**src/rtl/pipe_seg_adder.sv**
```systemverilog
// Pipelined segmented adder/subtractor: one SEG-bit slice per stage, carry registered
// between stages, global stall enable driven by output backpressure.
module pipe_seg_adder #(
  parameter int WIDTH = 16,
  parameter int SEG   = 4
) (
  input  logic             clk,
  input  logic             rst_n,
  input  logic             in_valid,
  output logic             in_ready,
  input  logic [WIDTH-1:0] a,
  input  logic [WIDTH-1:0] b,
  input  logic             ci,
  input  logic             sub,
  output logic             out_valid,
  input  logic             out_ready,
  output logic [WIDTH-1:0] s,
  output logic             co,
  output logic             ovf
);

  localparam int NSTG = WIDTH / SEG;

  generate
    if (SEG < 1 || (WIDTH % SEG) != 0) begin : g_bad_params
      $error("pipe_seg_adder: WIDTH must be a positive multiple of SEG");
    end
  endgenerate

  logic             en;
  logic [NSTG:0]    vld;
  logic [NSTG:0]    cy;
  logic [WIDTH-1:0] opa  [NSTG];
  logic [WIDTH-1:0] opb  [NSTG];
  logic [WIDTH-1:0] res  [NSTG+1];
  logic [WIDTH-1:0] nres [NSTG];
  logic [NSTG-1:0]  ncy;
  logic [SEG:0]     seg_sum [NSTG];
  logic             nxt_ovf;
  logic             ovf_q;

  assign en        = ~out_valid | out_ready;
  assign in_ready  = en;
  assign out_valid = vld[NSTG];
  assign s         = res[NSTG];
  assign co        = cy[NSTG];
  assign ovf       = ovf_q;

  // Stage k adds only slice k of the operands it holds; lower slices of res are already final.
  always_comb begin
    ncy = '0;
    for (int unsigned k = 0; k < NSTG; k++) begin
      seg_sum[k] = {1'b0, opa[k][k*SEG +: SEG]} + {1'b0, opb[k][k*SEG +: SEG]}
                   + (SEG+1)'(cy[k]);
      nres[k] = res[k];
      nres[k][k*SEG +: SEG] = seg_sum[k][SEG-1:0];
      ncy[k] = seg_sum[k][SEG];
    end
    // carry into MSB is a^b^r at the MSB; overflow is that XOR the carry out
    nxt_ovf = opa[NSTG-1][WIDTH-1] ^ opb[NSTG-1][WIDTH-1] ^ nres[NSTG-1][WIDTH-1]
              ^ ncy[NSTG-1];
  end

  always_ff @(posedge clk or negedge rst_n) begin
    if (!rst_n) begin
      vld   <= '0;
      cy    <= '0;
      ovf_q <= 1'b0;
      for (int unsigned k = 0; k < NSTG; k++) begin
        opa[k] <= '0;
        opb[k] <= '0;
      end
      for (int unsigned k = 0; k < NSTG + 1; k++) begin
        res[k] <= '0;
      end
    end else if (en) begin
      vld    <= {vld[NSTG-1:0], in_valid};
      opa[0] <= a;
      opb[0] <= sub ? ~b : b;
      cy[0]  <= sub | ci;
      res[0] <= '0;
      for (int unsigned k = 1; k < NSTG; k++) begin
        opa[k] <= opa[k-1];
        opb[k] <= opb[k-1];
      end
      for (int unsigned k = 0; k < NSTG; k++) begin
        res[k+1] <= nres[k];
        cy[k+1]  <= ncy[k];
      end
      ovf_q <= nxt_ovf;
    end
  end

endmodule

```
**config.mk**
```make
export PLATFORM = sky130hd
export DESIGN_NAME = pipe_seg_adder
export DESIGN_NICKNAME = d
export VERILOG_FILES = /design/src/rtl/pipe_seg_adder.sv
export SDC_FILE = /design/constraint.sdc
export NUM_CORES = 1
export LEC_CHECK = 0
export CORE_MARGIN = 4
export CORE_UTILIZATION = 63
export CTS_CLUSTER_SIZE = 10
export DETAILED_ROUTE_END_ITERATION = 8
export DONT_BUFFER_PORTS = 1
export GPL_ROUTABILITY_DRIVEN = 0
export GPL_TIMING_DRIVEN = 0
export MAX_ROUTING_LAYER = met4
export PLACE_DENSITY = 0.76
export SKIP_CTS_REPAIR_TIMING = 1
export SYNTH_ARGS = -nofsm -noshare
export SYNTH_HDL_FRONTEND = slang
export SYNTH_SLANG_ARGS = --single-unit
```
**constraint.sdc**
```tcl
create_clock -name clk -period 2.4 [get_ports clk]
set_input_delay 0.48 -clock clk [delete_from_list [all_inputs] [get_ports clk]]
set_output_delay 0.48 -clock clk [all_outputs]
set_load 0.005 [all_outputs]
```
==> results of run 1 <==
critical path: stages, from the launching register on:
cell and delay (ns):
dfrtp_1 0.42, fa_1 0.48, fa_1 0.42, a21o_1 0.20, a21oi_2 0.18, xnor2_1 0.13, o21ai_1 0.07
placed cells by master, fill, tap and decap left out:
cell        count
nor2b_1         2
o21ai_1         3
a21oi_1        13
inv_6           2
buf_6          12
clkbuf_8        1
buf_4           5
buf_2          13
inv_4           1
fa_1            8
xnor2_1        18
ha_1           12
xor2_1          7
clkbuf_2        1
nor2_1         11
clkinvlp_4      4
nand2_1       312
inv_1           6
nor2b_4         1
bufinv_16       2
clkinv_4        4
nand2b_1        1
clkinv_2        3
a21oi_2         2
o21ai_0        25
a21o_1          6
dfrtp_1       131
clkbuf_16      16
synthesized netlist by cell type, drive strengths merged:
cell type  number
nand2b          1
ha             12
o21ai          28
nand2         312
fa              8
nor2b           3
nor2           11
buf            30
dfrtp         131
xor2            7
a21oi          15
inv             7
clkbuf          1
a21o            6
xnor2          18
power groups by stage:
| stage | Combinational (mW) | Clock, mW | Sequential, mW |
|---|---|---|---|
| finish | 2.70 | 2.46 | 3.86 |
| global route | 3.12 | 2.58 | 3.96 |
| CTS | 2.73 | 2.47 | 3.85 |
| detailed placement | 2.67 | 0 | 3.87 |
| global placement | 2.55 | 0 | 3.83 |
| floorplan | 2.11 | 0 | 3.68 |
routing by layer:
| metal | vias to the layer above | wire [um] | GRT usage [%] |
|---|---|---|---|
| met5 | - | 0 | - |
| met1 | 1817 | 4927 | 31.91 |
| met2 | 105 | 5535 | 38.23 |
| met3 | 13 | 655 | 5.870 |
| met4 | 0 | 120 | 6.054 |
| li1 | 1854 | - | - |
kinds of logic after synthesis:
family          Yosys count  share of synthesized area (%)
compound gates           49                          4.788
xor+xnor                 25                          3.916
fa+ha+maj                20                          5.549
buf+inv                  38                          4.856
flops                   131                          58.63
simple gates            327                          22.26
path summary, 6_finish.rpt:
path | startpoint | to | slack (ns) | cells after the start
worst max-delay path | cy[3]$_DFFE_PN0P_ | ovf$_DFFE_PN0P_ | 0.39 | 6
worst min-delay path | rst_n | opa[50]$_DFFE_PN0P_ | -0.34 | 0
worst max register to register | cy[3]$_DFFE_PN0P_ | ovf$_DFFE_PN0P_ | 0.39 | 6
worst min register to register | opa[56]$_DFFE_PN0P_ | opa[56]$_DFFE_PN0P_ | 0.47 | 2
max in group asynchronous | rst_n | opb[26]$_DFFE_PN0P_ | 2.61 | 0
min in group clk | a[15] | opa[63]$_DFFE_PN0P_ | 0.08 | 2
layout make-up:
class,instances,area [um2]
buffer,31,242.7
clock buffer,17,414.1
clock inverter,15,157.7
fill,633,2380
inverter,7,28.78
multi-input combinational,421,2042
sequential,131,3278
tap,108,135.1
registers in the layout, summed over array words and instances (netlist names):
register  count
opa          40
opb          40
vld           5
cy            5
ovf           1
nres         24
s            16
per-stage QoR:
stage                     worst slack (ns)  std cells  power (mW)
after detailed placement            0.4012        698       6.542
after CTS                           0.3854        730       9.051
after floorplan                     0.5375        590       5.785
after global placement              0.4389        698       6.372
final                               0.3922        730       9.014
after global routing                0.3200        730       9.666
==> results by group, run 1 <==
Detailed routing
  • DR DRC count: 0
  • DR vias: between 3000 and 4000
  • 1st-pass router iterations: 5
  • DR vias/cell: 5.190
  • Post-route ant nets: 0
  • WL final: 11240 um
  • 1st-iter DRT viols: 257
  • Wire length per cell: ~15 um

Floorplanning
  • Core Rows: 34
  • IO Count: 58
  • Die height: roughly 100 um
  • Die width: roughly 100 um
  • Core Region: between 0.008 and 0.009 mm2
  • Die area: ~0.010 mm2
  • Starting Density: ~64%

Clocking
  • Clock buffer depth: 2
  • Clock Pin Slew Worst Setup and Hold Paths: about 0.060 ns
  • Clock Tree Root: clkbuf_8
  • Num CTS Buffers: 17
  • Clock sinks: around 130
  • CTS tree: yes
  • Htree depth: 4
  • Clk_lat worst skew: slightly above 0.5 ns

Layout
  • Area grow syn2layout: 12.64%
  • Share of layout cells above drive strength 1: 10.77%
  • ANT cells: 0
  • Layout Nets: 667
  • Core Util, Final: between 70% and 80%
  • Design area: 0.006299 mm2

Logic synthesis
  • Gate Count Post-Synth: slightly below 600
  • Syn_area_per_cell: between 9 and 10 um2
  • Syn. warnings: 0
  • Yosys top cell by area: dfrtp_1
  • Share of Yosys cell area claimed by the top area cell type: 58.63%
  • Synthesis-stage register bit count: ~130
  • Ranking of synthesized cells by area: dfrtp_1, nand2_1, fa_1, xnor2_1, ha_1
  • Syn_nets: between 600 and 700
  • Syn Std Cell Area: approximately 0.0056 mm2
  • Sequential element share of the synthesized area: around three fifths
  • Post-synth cell types: 21

Timing
  • Tcrit/Tclk final: ~84%
  • Max Slew Vio Count: 0
  • Fin. Hold Viols: around 130
  • Unrepaired setup endpoints after global routing: no
  • Clock skew: about 0.008 ns
  • Final min period: about 2 ns
  • Finish-stage setup viols: 0
  • Slew @ Worst Pin: 0.2928 ns
  • Max-slew headroom: roughly 80%
  • Post-route setup TNS: 0 ns
  • Achievable frequency: between 400 and 500 MHz
  • Hold slack: -0.3428 ns

Setup path
  • Startpoint types: flip-flop
  • Worst endpoint required time: between 2 and 3 ns
  • WS Path Type: flip-flop to flip-flop
  • CP arrival: 2.40 ns
  • CP Max Fanout: 2
  • CP Capture Type: flip-flop

Pwr
  • Cell-internal power: just under 6 mW
  • Clock Power Share: between 20% and 30%
  • Combinational share of power: 30.0%
  • Switching share of power: a little over a third
  • Worst IR Drop VDD: roughly 0.62 mV
  • LEAKAGE: roughly 3.3 nW
  • Reg power frac: 42.8%
  • Sw power: approximately 3.2 mW
  • PwrDens: 1431 mW/mm2

Global routing
  • First-pass GRT wire length: 18530 um
  • Vias in the first global route: ~3800
  • GRT Util Overall: roughly a quarter
  • GRT Residual Overflow: 0
  • Initial antenna violation count: 0
  • Largest net degree at the start of global routing: between 100 and 150

Placed design
  • Placement-stage cell area: 0.005727 mm2
  • PortBufs: 0
  • DP Wirelength: 7473 um

Job
  • MaxCap Viol Count: 0

Min path
  • Worst min path class: input port to asynchronous set/reset pin

Status
  • Run status: complete, but fails checks
  • Failing checks: hold timing
No activity file was read; power rests on OpenSTA's default activity.
==> inputs of run 2 (changes only) <==
CORE_UTILIZATION = 57   (was 63)
PLACE_DENSITY = 0.72   (was 0.76)
clock period = 1.8 ns   (was 2.4 ns; I/O delays follow)
==> results by group, run 2 (synthesis results as in run 1) <==
Setup path
  • Setup slack, reg-to-reg: -0.10 ns
  • CP max-delay cell: fa_2
  • FF-to-FF End: ovf$_DFFE_PN0P_
  • Setup crit end: ovf$_DFFE_PN0P_
  • R2R Path Start: opb[12]$_DFFE_PN0P_
  • CP Max Fanout: 2
  • WS Path Type: flip-flop to flip-flop
  • R2r worst-path depth: 6
  • Worst path max stage delay: about 0.41 ns
  • CP arrival: approximately 2.3 ns
  • Startpoint types: flip-flop
  • Worst endpoint required time: approximately 2.2 ns
  • CP cell instances: fa_2, fa_2, a21o_1, a21oi_2, xnor2_1, o21ai_1
  • Most frequent CP cell: fa_2
  • CP Capture Type: flip-flop
  • Crit path launch: opb[12]$_DFFE_PN0P_

Pwr
  • PwrDens: 1854 mW/mm2
  • LEAKAGE: between 3 and 4 nW
  • Worst IR Drop VDD: 0.7152 mV

Timing
  • Final min period: between 1.5 and 2 ns
  • Fin. Hold Viols: around 130
  • Hold slack: -0.4707 ns
  • Tcrit/Tclk final: 105.7%
  • Unrepaired setup endpoints after global routing: yes
  • Clock skew: 0.007722 ns
  • Achievable frequency: roughly 530 MHz
  • Finish-stage setup viols: 1
  • Max-slew headroom: between 70% and 80%
  • Setup ws final: -0.1025 ns
  • Slew @ Worst Pin: ~0.30 ns
  • Max Slew Vio Count: 0

Layout
  • Most frequent cells in the layout: nand2_1, dfrtp_1, o21ai_0
  • Layout Cells excl Fill: 769
  • Core Util, Final: 69.22%
  • Layout Nets: ~690
  • ANT cells: 0
  • Commonest non-fill, non-tap cell in the layout: nand2_1
  • Area grow syn2layout: 16.56%
  • Share of layout cells above drive strength 1: between 10% and 20%

Floorplanning
  • Die width: ~110 um
  • IO Count: 58
  • Die height: 107.0 um
  • Die area: 0.01146 mm2
  • Starting Density: 59.39%
  • Core Rows: 35
  • Core Region: about 0.0094 mm2

Min path
  • Worst min path class: input port to asynchronous set/reset pin

Detailed routing
  • DR vias/cell: about 5.1
  • DR vias: 3887
  • Post-route ant nets: 0
  • DR DRC count: 0
  • WL final: 11370 um
  • Wire length per cell: 14.79 um
  • 1st-iter DRT viols: 273
  • 1st-pass router iterations: 4

Clocking
  • CTS tree: yes
  • Clock sinks: 131
  • Htree depth: 4
  • Clock Pin Slew Worst Setup and Hold Paths: ~0.06 ns
  • Num CTS Buffers: 17
  • Clock Tree Root: clkbuf_8
  • Clock buffer depth: 2
  • Clk_lat worst skew: about 0.52 ns

Placed design
  • DP Wirelength: 7623 um
  • Placed Cells: just over 700
  • PortBufs: 0

Global routing
  • GRT Residual Overflow: 0
  • First-pass GRT wire length: slightly below 20000 um
  • GRT Util Overall: 22.69%
  • Vias in the first global route: between 3000 and 4000
  • Initial antenna violation count: 0
  • Largest net degree at the start of global routing: between 100 and 150

Status
  • Run status: complete, but fails checks
  • Failing checks: hold timing, setup timing

Job
  • MaxCap Viol Count: 0
run 2: cell type report:
class	count	area, um2
sequential	131	3278
fill	721	2898
multi-input combinational	421	2052
clock buffer	22	473.0
buffer	31	249.0
timing repair buffer	18	177.7
tap	129	161.4
clock inverter	10	97.59
inverter	7	28.78
run 2: worst min path at each step:
stage	endpoint	slack, ns	depth (start not counted)
after floorplan	cy[0]$_DFFE_PN0P_	0.06	0
after global placement	s[3]$_DFFE_PN0P_	0.07	0
after detailed placement	s[2]$_DFFE_PN0P_	0.07	0
after CTS	s[2]$_DFFE_PN0P_	-0.48	0
after global routing	s[2]$_DFFE_PN0P_	-0.48	0
final	s[2]$_DFFE_PN0P_	-0.47	0
run 2: power by group:
| group | switching, mW | total, mW | internal, mW |
|---|---|---|---|
| clock network | 1.25 | 3.24 | 1.99 |
| logic | 2.10 | 3.70 | 1.61 |
| registers | 0.870 | 5.15 | 4.28 |
| total | 4.22 | 12.1 | 7.87 |
run 2: routing by layer:
layer / up-vias / global-route usage (%) / routed length, um
met3: 15 / 4.937 / 581
met2: 94 / 36.19 / 5553
li1: 1902 / - / -
met5: - / - / 0
met4: 0 / 7.854 / 189
met1: 1876 / 29.00 / 5049
run 2: per-stage QoR:
step                area [um2]  power (mW)  setup WS, ns  hold WS [ns]  setup TNS, ns
global route              6518       13.00       -0.1483       -0.4846        -0.1894
CTS                       6329       12.10       -0.1200       -0.4831        -0.2683
finish                    6518       12.09       -0.1025       -0.4707        -0.1025
floorplan                 5597       7.723       0.04206       0.06441              0
global placement          5758       8.537      -0.04560       0.06774       -0.04932
detailed placement        5758       8.753      -0.05772       0.06798       -0.08472
run 2: worst max-delay path, delay by kind of cell, from the launching register on:
| kind | cells | cell delay [ns] |
|---|---|---|
| AO/OA/AOI/OAI | 3 | 0.43 |
| XOR/XNOR | 1 | 0.16 |
| adder cells (fa/ha/maj) | 2 | 0.78 |
| flip-flops | 1 | 0.40 |
